**src/rtl/mysystem_onchip_arbiter.sv**
```systemverilog
// Two-master Avalon-MM arbiter in front of a single-port 2048x32 on-chip RAM.
// Round-robin with bounded burst hold by default; ONCHIP_ARB_FIXED_PRIO_EN selects fixed m0 priority.
module mysystem_onchip_arbiter #(
    parameter int ADDR_W    = 11,
    parameter int DATA_W    = 32,
    parameter int BE_W      = 4,
    parameter int MAX_BURST = 8
) (
    input  logic              clk,
    input  logic              reset,
    input  logic [ADDR_W-1:0] m0_address,
    input  logic [BE_W-1:0]   m0_byteenable,
    input  logic              m0_read,
    input  logic              m0_write,
    input  logic [DATA_W-1:0] m0_writedata,
    output logic              m0_waitrequest,
    output logic [DATA_W-1:0] m0_readdata,
    output logic              m0_readdatavalid,
    input  logic [ADDR_W-1:0] m1_address,
    input  logic [BE_W-1:0]   m1_byteenable,
    input  logic              m1_read,
    input  logic              m1_write,
    input  logic [DATA_W-1:0] m1_writedata,
    output logic              m1_waitrequest,
    output logic [DATA_W-1:0] m1_readdata,
    output logic              m1_readdatavalid,
    output logic [ADDR_W-1:0] ram_address,
    output logic [BE_W-1:0]   ram_byteenable,
    output logic              ram_chipselect,
    output logic              ram_write,
    output logic [DATA_W-1:0] ram_writedata,
    output logic              ram_clken,
    input  logic [DATA_W-1:0] ram_readdata
);

    logic req0;
    logic req1;
    logic grant0;
    logic grant1;
    logic rd_pend_reg;
    logic rd_pend_next;
    logic rd_id_reg;
    logic rd_id_next;

    assign req0 = m0_read | m0_write;
    assign req1 = m1_read | m1_write;

`ifdef ONCHIP_ARB_FIXED_PRIO_EN
    // m1 only gets the RAM in cycles where m0 is not asking for it.
    always_comb begin
        grant0 = ~reset & req0;
        grant1 = ~reset & req1 & ~req0;
    end
`else
    localparam int CNT_W = (MAX_BURST > 1) ? $clog2(MAX_BURST) : 1;
    localparam logic [CNT_W-1:0] BURST_LAST = CNT_W'(MAX_BURST - 1);

    typedef enum logic [1:0] {
        IDLE,
        OWN0,
        OWN1
    } state_t;

    state_t           state_reg;
    state_t           state_next;
    logic             rr_ptr_reg;
    logic             rr_ptr_next;
    logic [CNT_W-1:0] burst_cnt_reg;
    logic [CNT_W-1:0] burst_cnt_next;
    logic [CNT_W-1:0] burst_cnt_inc;

    assign burst_cnt_inc = (burst_cnt_reg == BURST_LAST) ? BURST_LAST
                                                         : burst_cnt_reg + CNT_W'(1);

    always_comb begin
        grant0         = 1'b0;
        grant1         = 1'b0;
        state_next     = IDLE;
        burst_cnt_next = '0;
        rr_ptr_next    = rr_ptr_reg;
        case (state_reg)
            OWN0: begin
                if (req0 && (burst_cnt_reg < BURST_LAST || !req1)) grant0 = 1'b1;
                else if (req1)                                    grant1 = 1'b1;
            end
            OWN1: begin
                if (req1 && (burst_cnt_reg < BURST_LAST || !req0)) grant1 = 1'b1;
                else if (req0)                                    grant0 = 1'b1;
            end
            default: begin
                if (req0 && req1) begin
                    grant0 = ~rr_ptr_reg;
                    grant1 = rr_ptr_reg;
                end else begin
                    grant0 = req0;
                    grant1 = req1;
                end
            end
        endcase
        if (reset) begin
            grant0 = 1'b0;
            grant1 = 1'b0;
        end
        // The burst counter only advances while the same master keeps the grant.
        if (grant0) begin
            state_next     = OWN0;
            burst_cnt_next = (state_reg == OWN0) ? burst_cnt_inc : '0;
            rr_ptr_next    = 1'b1;
        end else if (grant1) begin
            state_next     = OWN1;
            burst_cnt_next = (state_reg == OWN1) ? burst_cnt_inc : '0;
            rr_ptr_next    = 1'b0;
        end
    end

    always_ff @(posedge clk or posedge reset) begin
        if (reset) begin
            state_reg     <= IDLE;
            rr_ptr_reg    <= 1'b0;
            burst_cnt_reg <= '0;
        end else begin
            state_reg     <= state_next;
            rr_ptr_reg    <= rr_ptr_next;
            burst_cnt_reg <= burst_cnt_next;
        end
    end
`endif

    // A simultaneous read+write is treated as a write, so it never produces read data.
    assign rd_pend_next = (grant0 & m0_read & ~m0_write) | (grant1 & m1_read & ~m1_write);
    assign rd_id_next   = grant1;

    always_ff @(posedge clk or posedge reset) begin
        if (reset) begin
            rd_pend_reg <= 1'b0;
            rd_id_reg   <= 1'b0;
        end else begin
            rd_pend_reg <= rd_pend_next;
            rd_id_reg   <= rd_id_next;
        end
    end

    assign m0_waitrequest   = ~grant0;
    assign m1_waitrequest   = ~grant1;
    assign m0_readdata      = ram_readdata;
    assign m1_readdata      = ram_readdata;
    assign m0_readdatavalid = rd_pend_reg & ~rd_id_reg;
    assign m1_readdatavalid = rd_pend_reg & rd_id_reg;

    assign ram_address    = grant1 ? m1_address    : m0_address;
    assign ram_byteenable = grant1 ? m1_byteenable : m0_byteenable;
    assign ram_writedata  = grant1 ? m1_writedata  : m0_writedata;
    assign ram_write      = (grant0 & m0_write) | (grant1 & m1_write);
    assign ram_chipselect = grant0 | grant1;
    assign ram_clken      = ~reset;

endmodule
```
**config.mk**
```make
export PLATFORM = sky130hd
export DESIGN_NAME = mysystem_onchip_arbiter
export DESIGN_NICKNAME = d
export VERILOG_FILES = /design/src/rtl/mysystem_onchip_arbiter.sv
export SDC_FILE = /design/constraint.sdc
export NUM_CORES = 1
export LEC_CHECK = 0
export CORE_AREA = 2 2 96 98
export CTS_CLUSTER_DIAMETER = 50
export CTS_CLUSTER_SIZE = 14
export DETAILED_ROUTE_END_ITERATION = 6
export DIE_AREA = 0 0 98 100
export HOLD_SLACK_MARGIN = 0.1
export PLACE_DENSITY = 0.7
export RECOVER_POWER = 100
export SYNTH_ARGS = -nofsm -noshare
export SYNTH_HDL_FRONTEND = slang
export SYNTH_SLANG_ARGS = --single-unit
```
**constraint.sdc**
```tcl
create_clock -name clk -period 5.3 [get_ports clk]
set_input_delay 0.53 -clock clk [delete_from_list [all_inputs] [get_ports clk]]
set_output_delay 0.53 -clock clk [all_outputs]
set_load 0.05 [all_outputs]
```
==> impl_table.tex, run 1 <==
\begin{tabular}{lr}
\hline
Metric & Value \\
\hline
\multicolumn{2}{l}{\textbf{Outcome}} \\
Result of the run & finished, final reports clean \\
\multicolumn{2}{l}{\textbf{Detailed routing}} \\
Wire length after detailed routing & 5160 microns \\
Residual antenna-violating net count after detailed routing & 0 \\
Number of DRC violations after detailed routing & 0 \\
Via density per instance & 4.03 \\
Via count & 1479 \\
Iter 0 DRT Violations & 39 \\
Wirelength per Cell & 14.1 microns \\
TritonRoute pass-1 iters & 4 \\
\multicolumn{2}{l}{\textbf{Worst setup path}} \\
Slowest-stage cell, CP & sky130\_fd\_sc\_hd\_\_dlygate4sd3\_1 \\
Startpoint-to-endpoint class of the critical path & input port to output pin \\
Capturing element type of the critical path & output pin \\
Critical Path AT & 3550 ps \\
Critical Path Fanout Max & 51 \\
Launch point of the worst path & m0\_write \\
Critical path required time & 4770 ps \\
Top cell by count, worst path & sky130\_fd\_sc\_hd\_\_dlygate4sd3\_1 \\
Flop-to-flop setup slack & 2970 ps \\
Worst Setup Start Kind & input port \\
Critical path cell sequence & dlygate4sd3\_1 -> nor2\_1 -> a2111o\_1 -> o311a\_1 -> inv\_6 -> mux2\_4 -> dlygate4sd3\_1 \\
Launch instance of the worst register-to-register path & state\_reg[0] \\
Critical Path Max Stage Delay & 910 ps \\
Worst reg2reg endpoint & rr\_ptr\_reg \\
Worst R2R Path Depth & 6 \\
Capture point of the worst path & ram\_writedata[13] \\
\multicolumn{2}{l}{\textbf{Placed design}} \\
Placed wire-length estimate & 4370 microns \\
Final RePlAce weighted congestion & 0.779 \\
Count of buffers inserted at the top-level ports & 153 \\
\multicolumn{2}{l}{\textbf{Yosys}} \\
Top flip-flop cell by instance count after synthesis & sky130\_fd\_sc\_hd\_\_dfrtp\_1 \\
Synth warnings & 0 \\
Sequential element share of the synthesized area & 11.0\% \\
Net Count, Synth & 304 \\
Post-synth EDFFs & 0 \\
Share of synthesized flip-flops with an asynchronous set or reset & 100\% \\
Synth unique cells & 31 \\
Mean Syn Cell Area & 10.7 sq um \\
Total standard cell area after synthesis & 1810 sq um \\
Seq cells post-synth & 8 \\
Synthesized instance count & 169 \\
\multicolumn{2}{l}{\textbf{STA}} \\
Number of failing setup endpoints in the final timing report & 0 \\
Maximum clock frequency & 245 MHz \\
Headroom to the max-slew limit & 58.3\% \\
Max-slew violation count & 0 \\
Setup repair after global routing missed its margin & no \\
Measured slew at the worst slew-check pin & 625 ps \\
Total Negative Setup Slacks & 0 ps \\
Share of the clock period used by the worst path & 77.0\% \\
Hold Slack & 525 ps \\
Setup clock skew after layout & 1.75 ps \\
Post-layout minimum cycle time & 4080 ps \\
Number of hold-slack violations in the final timing report & 0 \\
\multicolumn{2}{l}{\textbf{CTS}} \\
CTS tree & yes \\
CTS-repair resized insts & 0 \\
Post-CTS Repair Setup Buffers & 0 \\
Sink Count & 8 \\
TritonCTS buffer count & 3 \\
Clock insertion delay at the later pin of the skew report & 220 ps \\
Number of buffers on the longest clock path & 2 \\
Root Buffer & sky130\_fd\_sc\_hd\_\_clkbuf\_8 \\
Post-CTS Hold Buffers & 0 \\
Clock-pin slew on the worst setup and hold paths & 40 ps \\
Deepest level of the CTS H-tree & 1 \\
\multicolumn{2}{l}{\textbf{Cells and area}} \\
Leading cell type in the layout, fill and taps excluded & sky130\_fd\_sc\_hd\_\_clkdlybuf4s50\_1 \\
Post-layout nets & 393 \\
Filler cell count in the final layout & 895 \\
Area occupied by multi-input gates & 996 sq um \\
Seq. cell area & 200 sq um \\
Antenna diode count & 0 \\
Flip-flop count of the largest register, all copies and words added & 3 \\
Area growth from synthesis to layout & 61.8\% \\
Fraction of layout cells with a size suffix above 1 & 21.9\% \\
Leading cell types in the layout, fill and taps excluded & sky130\_fd\_sc\_hd\_\_clkdlybuf4s50\_1, sky130\_fd\_sc\_hd\_\_dlygate4sd3\_1, sky130\_fd\_sc\_hd\_\_mux2\_4 \\
\multicolumn{2}{l}{\textbf{Floorplan}} \\
Chip Height & 100 microns \\
Initial cell density of the core & 20.4\% \\
Core area & 8890 sq um \\
Full die area & 9800 sq um \\
I/O pins & 250 \\
\# rows & 35 \\
Die X & 98 microns \\
\multicolumn{2}{l}{\textbf{Global routing}} \\
Overall overflow remaining after global route & 0 \\
Pin count of the biggest net entering global routing & 52 \\
Initial antenna violation count & 0 \\
Number of global-route vias before repair & 1445 \\
Overall routing resource usage & 9.81\% \\
Global-route wire length before repair & 7610 microns \\
\multicolumn{2}{l}{\textbf{Power}} \\
Proportion of power drawn by flip-flops and latches & 6.9\% \\
Static leakage power & 1.30 nW \\
Cell internal power dissipation & 0.578 mW \\
Proportion of power drawn by the clock network & 5.6\% \\
Combinational group share of total power & 87.5\% \\
Switching power of the nets & 0.698 mW \\
PwrDens & 435 nW/um\^{}2 \\
Switch share & 54.7\% \\
Peak supply drop & 0.200 mV \\
\multicolumn{2}{l}{\textbf{Worst hold path}} \\
Type of the tightest min-delay check & register to register \\
\multicolumn{2}{l}{\textbf{Job}} \\
Max-capacitance violation count & 0 \\
\hline
\end{tabular}
## synth_stat cells (2+ instances only)
master | count | share of area [%]
sky130_fd_sc_hd__buf_4 | 64 | 26
sky130_fd_sc_hd__mux2_4 | 46 | 38
sky130_fd_sc_hd__dfrtp_1 | 8 | 11
sky130_fd_sc_hd__inv_1 | 5 | 1.0
sky130_fd_sc_hd__nand2_1 | 5 | 1.0
sky130_fd_sc_hd__buf_12 | 4 | 4.4
sky130_fd_sc_hd__nor2_1 | 4 | 0.83
sky130_fd_sc_hd__ha_1 | 3 | 2.1
sky130_fd_sc_hd__mux2i_1 | 3 | 1.7
sky130_fd_sc_hd__nand2b_1 | 3 | 1.0
sky130_fd_sc_hd__nand4_1 | 3 | 1.0
sky130_fd_sc_hd__nor2b_1 | 2 | 0.69
## power by group through the flow
stage / clock network (mW) / registers, mW / logic, mW
after floorplan: 0 / 0.0854 / 1.04
after detailed placement: 0 / 0.0896 / 1.18
after CTS: 0.0744 / 0.0888 / 1.19
final: 0.0709 / 0.0882 / 1.12
after global placement: 0 / 0.0887 / 1.18
after global routing: 0.0796 / 0.0910 / 1.17
## per-stage QoR
step | cell area (sq um) | setup WS (ps) | total power, mW | std cells | utilization (%)
6_report | 2940 | 1220 | 1.28 | 367 | 33.0
5_1_grt | 2940 | 1120 | 1.34 | 367 | 33.0
4_1_cts | 2950 | 1400 | 1.35 | 367 | 33.2
3_5_place_dp | 2910 | 1410 | 1.27 | 364 | 32.7
3_3_place_gp | 2910 | 1450 | 1.27 | 364 | 32.7
2_1_floorplan | 1810 | 2550 | 1.13 | 169 | -
## routing by layer
metal | part of all wire (%) | global-route usage, % | up-vias
li1 | - | - | 699
met1 | 37 | 11.3 | 662
met2 | 47 | 15.6 | 116
met3 | 16 | 6.13 | 2
met4 | 0.14 | 2.03 | 0
met5 | 0 | 0 | -
## cells by family after synthesis
kind of cell	after synthesis	synth area share (%)
buf+inv	75	33.2
mux	50	40.3
simple gates	24	7.38
compound gates	9	5.93
flops	8	11.0
fa+ha+maj	3	2.07
## area by class of cell
class	instances	share of cell area [%]
tap	111	4.73
multi-input combinational	86	33.9
timing repair buffer	153	52.2
clock buffer	3	1.41
inverter	6	0.938
sequential	8	6.82
## critical path, delay by kind of cell
kind / cells / cell delay [ps]
and+or+nand+nor: 1 / 100
muxes: 1 / 270
AOI/OAI and AO/OA: 2 / 640
buffers and inverters: 3 / 1990
## worst min path at each step
stage	from	to	cells after the start
after CTS	rr_ptr_reg	rr_ptr_reg	1
after detailed placement	rr_ptr_reg	rr_ptr_reg	1
after global placement	rr_ptr_reg	rr_ptr_reg	1
after floorplan	rr_ptr_reg	rr_ptr_reg	1
final	rr_ptr_reg	rr_ptr_reg	1
after global routing	rr_ptr_reg	rr_ptr_reg	1
(Power assumes the default switching activity.)
==> run 2, diff against run 1 <==
--- a/config.mk
+++ b/config.mk
@@ -5,13 +5,13 @@
 export SDC_FILE = /design/constraint.sdc
 export NUM_CORES = 1
 export LEC_CHECK = 0
-export CORE_AREA = 2 2 96 98
+export CORE_AREA = 2 2 97 99
 export CTS_CLUSTER_DIAMETER = 50
 export CTS_CLUSTER_SIZE = 14
 export DETAILED_ROUTE_END_ITERATION = 6
-export DIE_AREA = 0 0 98 100
+export DIE_AREA = 0 0 99 101
 export HOLD_SLACK_MARGIN = 0.1
-export PLACE_DENSITY = 0.7
+export PLACE_DENSITY = 0.69
 export RECOVER_POWER = 100
 export SYNTH_ARGS = -nofsm -noshare
 export SYNTH_HDL_FRONTEND = slang
==> constraint.sdc (replaced) <==
create_clock -name clk -period 4.1 [get_ports clk]
set_input_delay 0.41 -clock clk [delete_from_list [all_inputs] [get_ports clk]]
set_output_delay 0.41 -clock clk [all_outputs]
set_load 0.05 [all_outputs]
==> run 2 against run 1 <==
  * Worst hold slack lost 23 ps
  * Global-route usage is essentially flat
  * Sequential power grew 28%
  * Critical path depth grew 1
  * Worst setup slack lost 960 ps
==> impl_table.tex, run 2 (synthesized netlist as in run 1, its figures left out) <==
\begin{tabular}{lr}
\hline
Metric & Value \\
\hline
\multicolumn{2}{l}{\textbf{Power}} \\
Switching power of the nets & 0.899 mW (was 0.698 mW) \\
Total power after layout & 1.66 mW (was 1.28 mW) \\
Proportion of power drawn by flip-flops and latches & 6.8\% (was 6.9\%) \\
Proportion of power drawn by the clock network & 5.5\% (was 5.6\%) \\
PwrDens & 562 nW/um\^{}2 (was 435 nW/um\^{}2) \\
Peak supply drop & 0.275 mV (was 0.200 mV) \\
Combinational group share of total power & 87.7\% (was 87.5\%) \\
Switch share & 54.1\% (was 54.7\%) \\
Cell internal power dissipation & 0.764 mW (was 0.578 mW) \\
Static leakage power & 1.32 nW (was 1.30 nW) \\
\multicolumn{2}{l}{\textbf{CTS}} \\
CTS tree & yes (unchanged) \\
Clock-pin slew on the worst setup and hold paths & 40 ps (about the same) \\
Sink Count & 8 (unchanged) \\
Root Buffer & sky130\_fd\_sc\_hd\_\_clkbuf\_8 (unchanged) \\
Post-CTS Hold Buffers & 0 (unchanged) \\
Deepest level of the CTS H-tree & 1 (unchanged) \\
TritonCTS buffer count & 3 (unchanged) \\
CTS-repair resized insts & 0 (unchanged) \\
Clock insertion delay at the later pin of the skew report & 220 ps (about the same) \\
Number of buffers on the longest clock path & 2 (unchanged) \\
Post-CTS Repair Setup Buffers & 0 (unchanged) \\
\multicolumn{2}{l}{\textbf{STA}} \\
Number of hold-slack violations in the final timing report & 0 (unchanged) \\
Headroom to the max-slew limit & 45.5\% (was 58.3\%) \\
Setup slack of the critical path after layout & 261 ps (was 1220 ps) \\
Setup repair after global routing missed its margin & no (unchanged) \\
Maximum clock frequency & 260 MHz \\
Setup clock skew after layout & 0.409 ps (was 1.75 ps) \\
Total Negative Setup Slacks & 0 ps (unchanged) \\
Number of failing setup endpoints in the final timing report & 0 (unchanged) \\
Share of the clock period used by the worst path & 93.6\% \\
Max-slew violation count & 0 (unchanged) \\
Post-layout minimum cycle time & 3840 ps \\
Measured slew at the worst slew-check pin & 810 ps (was 625 ps) \\
\multicolumn{2}{l}{\textbf{Detailed routing}} \\
Iter 0 DRT Violations & 27 (was 39) \\
Wirelength per Cell & 14.4 microns (was 14.1 microns) \\
Via density per instance & 3.97 (was 4.03) \\
TritonRoute pass-1 iters & 2 (was 4) \\
Residual antenna-violating net count after detailed routing & 0 (unchanged) \\
Wire length after detailed routing & 5370 microns (was 5160 microns) \\
Via count & 1479 (unchanged) \\
Number of DRC violations after detailed routing & 0 (unchanged) \\
\multicolumn{2}{l}{\textbf{Job}} \\
Max-capacitance violation count & 0 (unchanged) \\
\multicolumn{2}{l}{\textbf{Worst setup path}} \\
Capturing element type of the critical path & output pin (unchanged) \\
Flop-to-flop setup slack & 1500 ps (was 2970 ps) \\
Critical Path AT & 3430 ps (was 3550 ps) \\
Critical Path Fanout Max & 29 (was 51) \\
Worst Setup Start Kind & register (was input port) \\
Worst R2R Path Depth & 6 (unchanged) \\
Worst reg2reg endpoint & burst\_cnt\_reg[1] (was rr\_ptr\_reg) \\
Startpoint-to-endpoint class of the critical path & register to output pin (was input port to output pin) \\
Critical path required time & 3690 ps (was 4770 ps) \\
Launch instance of the worst register-to-register path & state\_reg[0] (unchanged) \\
\multicolumn{2}{l}{\textbf{Floorplan}} \\
\# rows & 35 (unchanged) \\
I/O pins & 250 (unchanged) \\
Full die area & 10000 sq um (was 9800 sq um) \\
Core area & 8980 sq um (was 8890 sq um) \\
Chip Height & 101 microns (was 100 microns) \\
Die X & 99 microns (was 98 microns) \\
Initial cell density of the core & 20.2\% (was 20.4\%) \\
\multicolumn{2}{l}{\textbf{Worst hold path}} \\
Startpoint of the tightest hold check path & rr\_ptr\_reg (unchanged) \\
Worst-case hold path end point & rr\_ptr\_reg (unchanged) \\
Hold Path Cell Cnt & 1 (unchanged) \\
Type of the tightest min-delay check & register to register (unchanged) \\
\multicolumn{2}{l}{\textbf{Outcome}} \\
Result of the run & finished, final reports clean (unchanged) \\
\multicolumn{2}{l}{\textbf{Placed design}} \\
Count of buffers inserted at the top-level ports & 153 (unchanged) \\
Final RePlAce weighted congestion & 0.762 (was 0.779) \\
Placed wire-length estimate & 4610 microns (was 4370 microns) \\
Worst Setup Slack post-DPL & 489 ps (was 1410 ps) \\
\multicolumn{2}{l}{\textbf{Cells and area}} \\
Flip-flop count of the largest register, all copies and words added & 3 (unchanged) \\
Post-layout nets & 399 (was 393) \\
Area growth from synthesis to layout & 63.1\% (was 61.8\%) \\
Antenna diode count & 0 (unchanged) \\
Filler cell count in the final layout & 895 (unchanged) \\
Fraction of layout cells with a size suffix above 1 & 22.5\% (was 21.9\%) \\
Leading cell types in the layout, fill and taps excluded & sky130\_fd\_sc\_hd\_\_clkdlybuf4s50\_1, sky130\_fd\_sc\_hd\_\_dlygate4sd3\_1, sky130\_fd\_sc\_hd\_\_mux2\_4 (unchanged) \\
Leading cell type in the layout, fill and taps excluded & sky130\_fd\_sc\_hd\_\_clkdlybuf4s50\_1 (unchanged) \\
\multicolumn{2}{l}{\textbf{Global routing}} \\
Overall routing resource usage & 9.77\% (was 9.81\%) \\
Number of global-route vias before repair & 1497 (was 1445) \\
Pin count of the biggest net entering global routing & 30 (was 52) \\
Global-route wire length before repair & 7800 microns (was 7610 microns) \\
Initial antenna violation count & 0 (unchanged) \\
Overall overflow remaining after global route & 0 (unchanged) \\
\hline
\end{tabular}
[run 2: worst max-delay path, stage by stage, from the launching register on]
cell and delay, ps:
sky130_fd_sc_hd__dfrtp_1 370, sky130_fd_sc_hd__ha_1 280, sky130_fd_sc_hd__and4_1 230, sky130_fd_sc_hd__a2111o_1 430, sky130_fd_sc_hd__o311a_1 230, sky130_fd_sc_hd__inv_6 300, sky130_fd_sc_hd__buf_4 260, sky130_fd_sc_hd__mux2_4 310
sky130_fd_sc_hd__dlygate4sd3_1 770
[run 2: cell type report]
type / instances / area [sq um] / area share [%]
Timing Repair Buffer: 159 / 1570 / 53.0
Clock buffer: 3 / 41.3 / 1.40
Tap cell: 111 / 139 / 4.69
Multi-Input combinational cell: 86 / 982 / 33.2
Inverter: 6 / 27.5 / 0.930
Sequential cell: 8 / 200 / 6.77
[run 2: stage by stage]
stage | hold slack [ps] | utilization, % | instance area, sq um | instances
finish | 502 | 33.0 | 2960 | 373
global route | 529 | 33.0 | 2960 | 373
CTS | 506 | 33.4 | 3000 | 373
detailed placement | 494 | 32.9 | 2950 | 370
global placement | 496 | 32.9 | 2950 | 370
floorplan | 413 | - | 1810 | 169
[run 2: power groups by stage]
stage               registers [mW]  clock network (mW)  logic (mW)
global placement             0.113                   0        1.55
detailed placement           0.114                   0        1.55
finish                       0.113              0.0915        1.46
global route                 0.116               0.103        1.53
floorplan                    0.110                   0        1.35
CTS                          0.113              0.0956        1.56
[run 2: how the worst max path moves through the flow]
stage,endpoint,startpoint,cells past startpoint,slack (ps)
4_1_cts,ram_writedata[22],state_reg[0],8,350
3_5_place_dp,ram_writedata[22],m0_write,8,490
5_1_grt,ram_writedata[4],state_reg[0],8,140
3_3_place_gp,ram_address[3],m0_write,8,520
6_report,ram_writedata[22],state_reg[0],8,260
2_1_floorplan,ram_chipselect,state_reg[0],5,1520
[run 2: layer usage]
layer  vias up  part of all wire (%)  global-route usage [%]
met5         -                     0                       0
met4         0                  0.74                    2.63
met3         5                    14                    4.92
met2       117                    47                    15.6
met1       650                    39                    11.6
li1        707                     -                       -
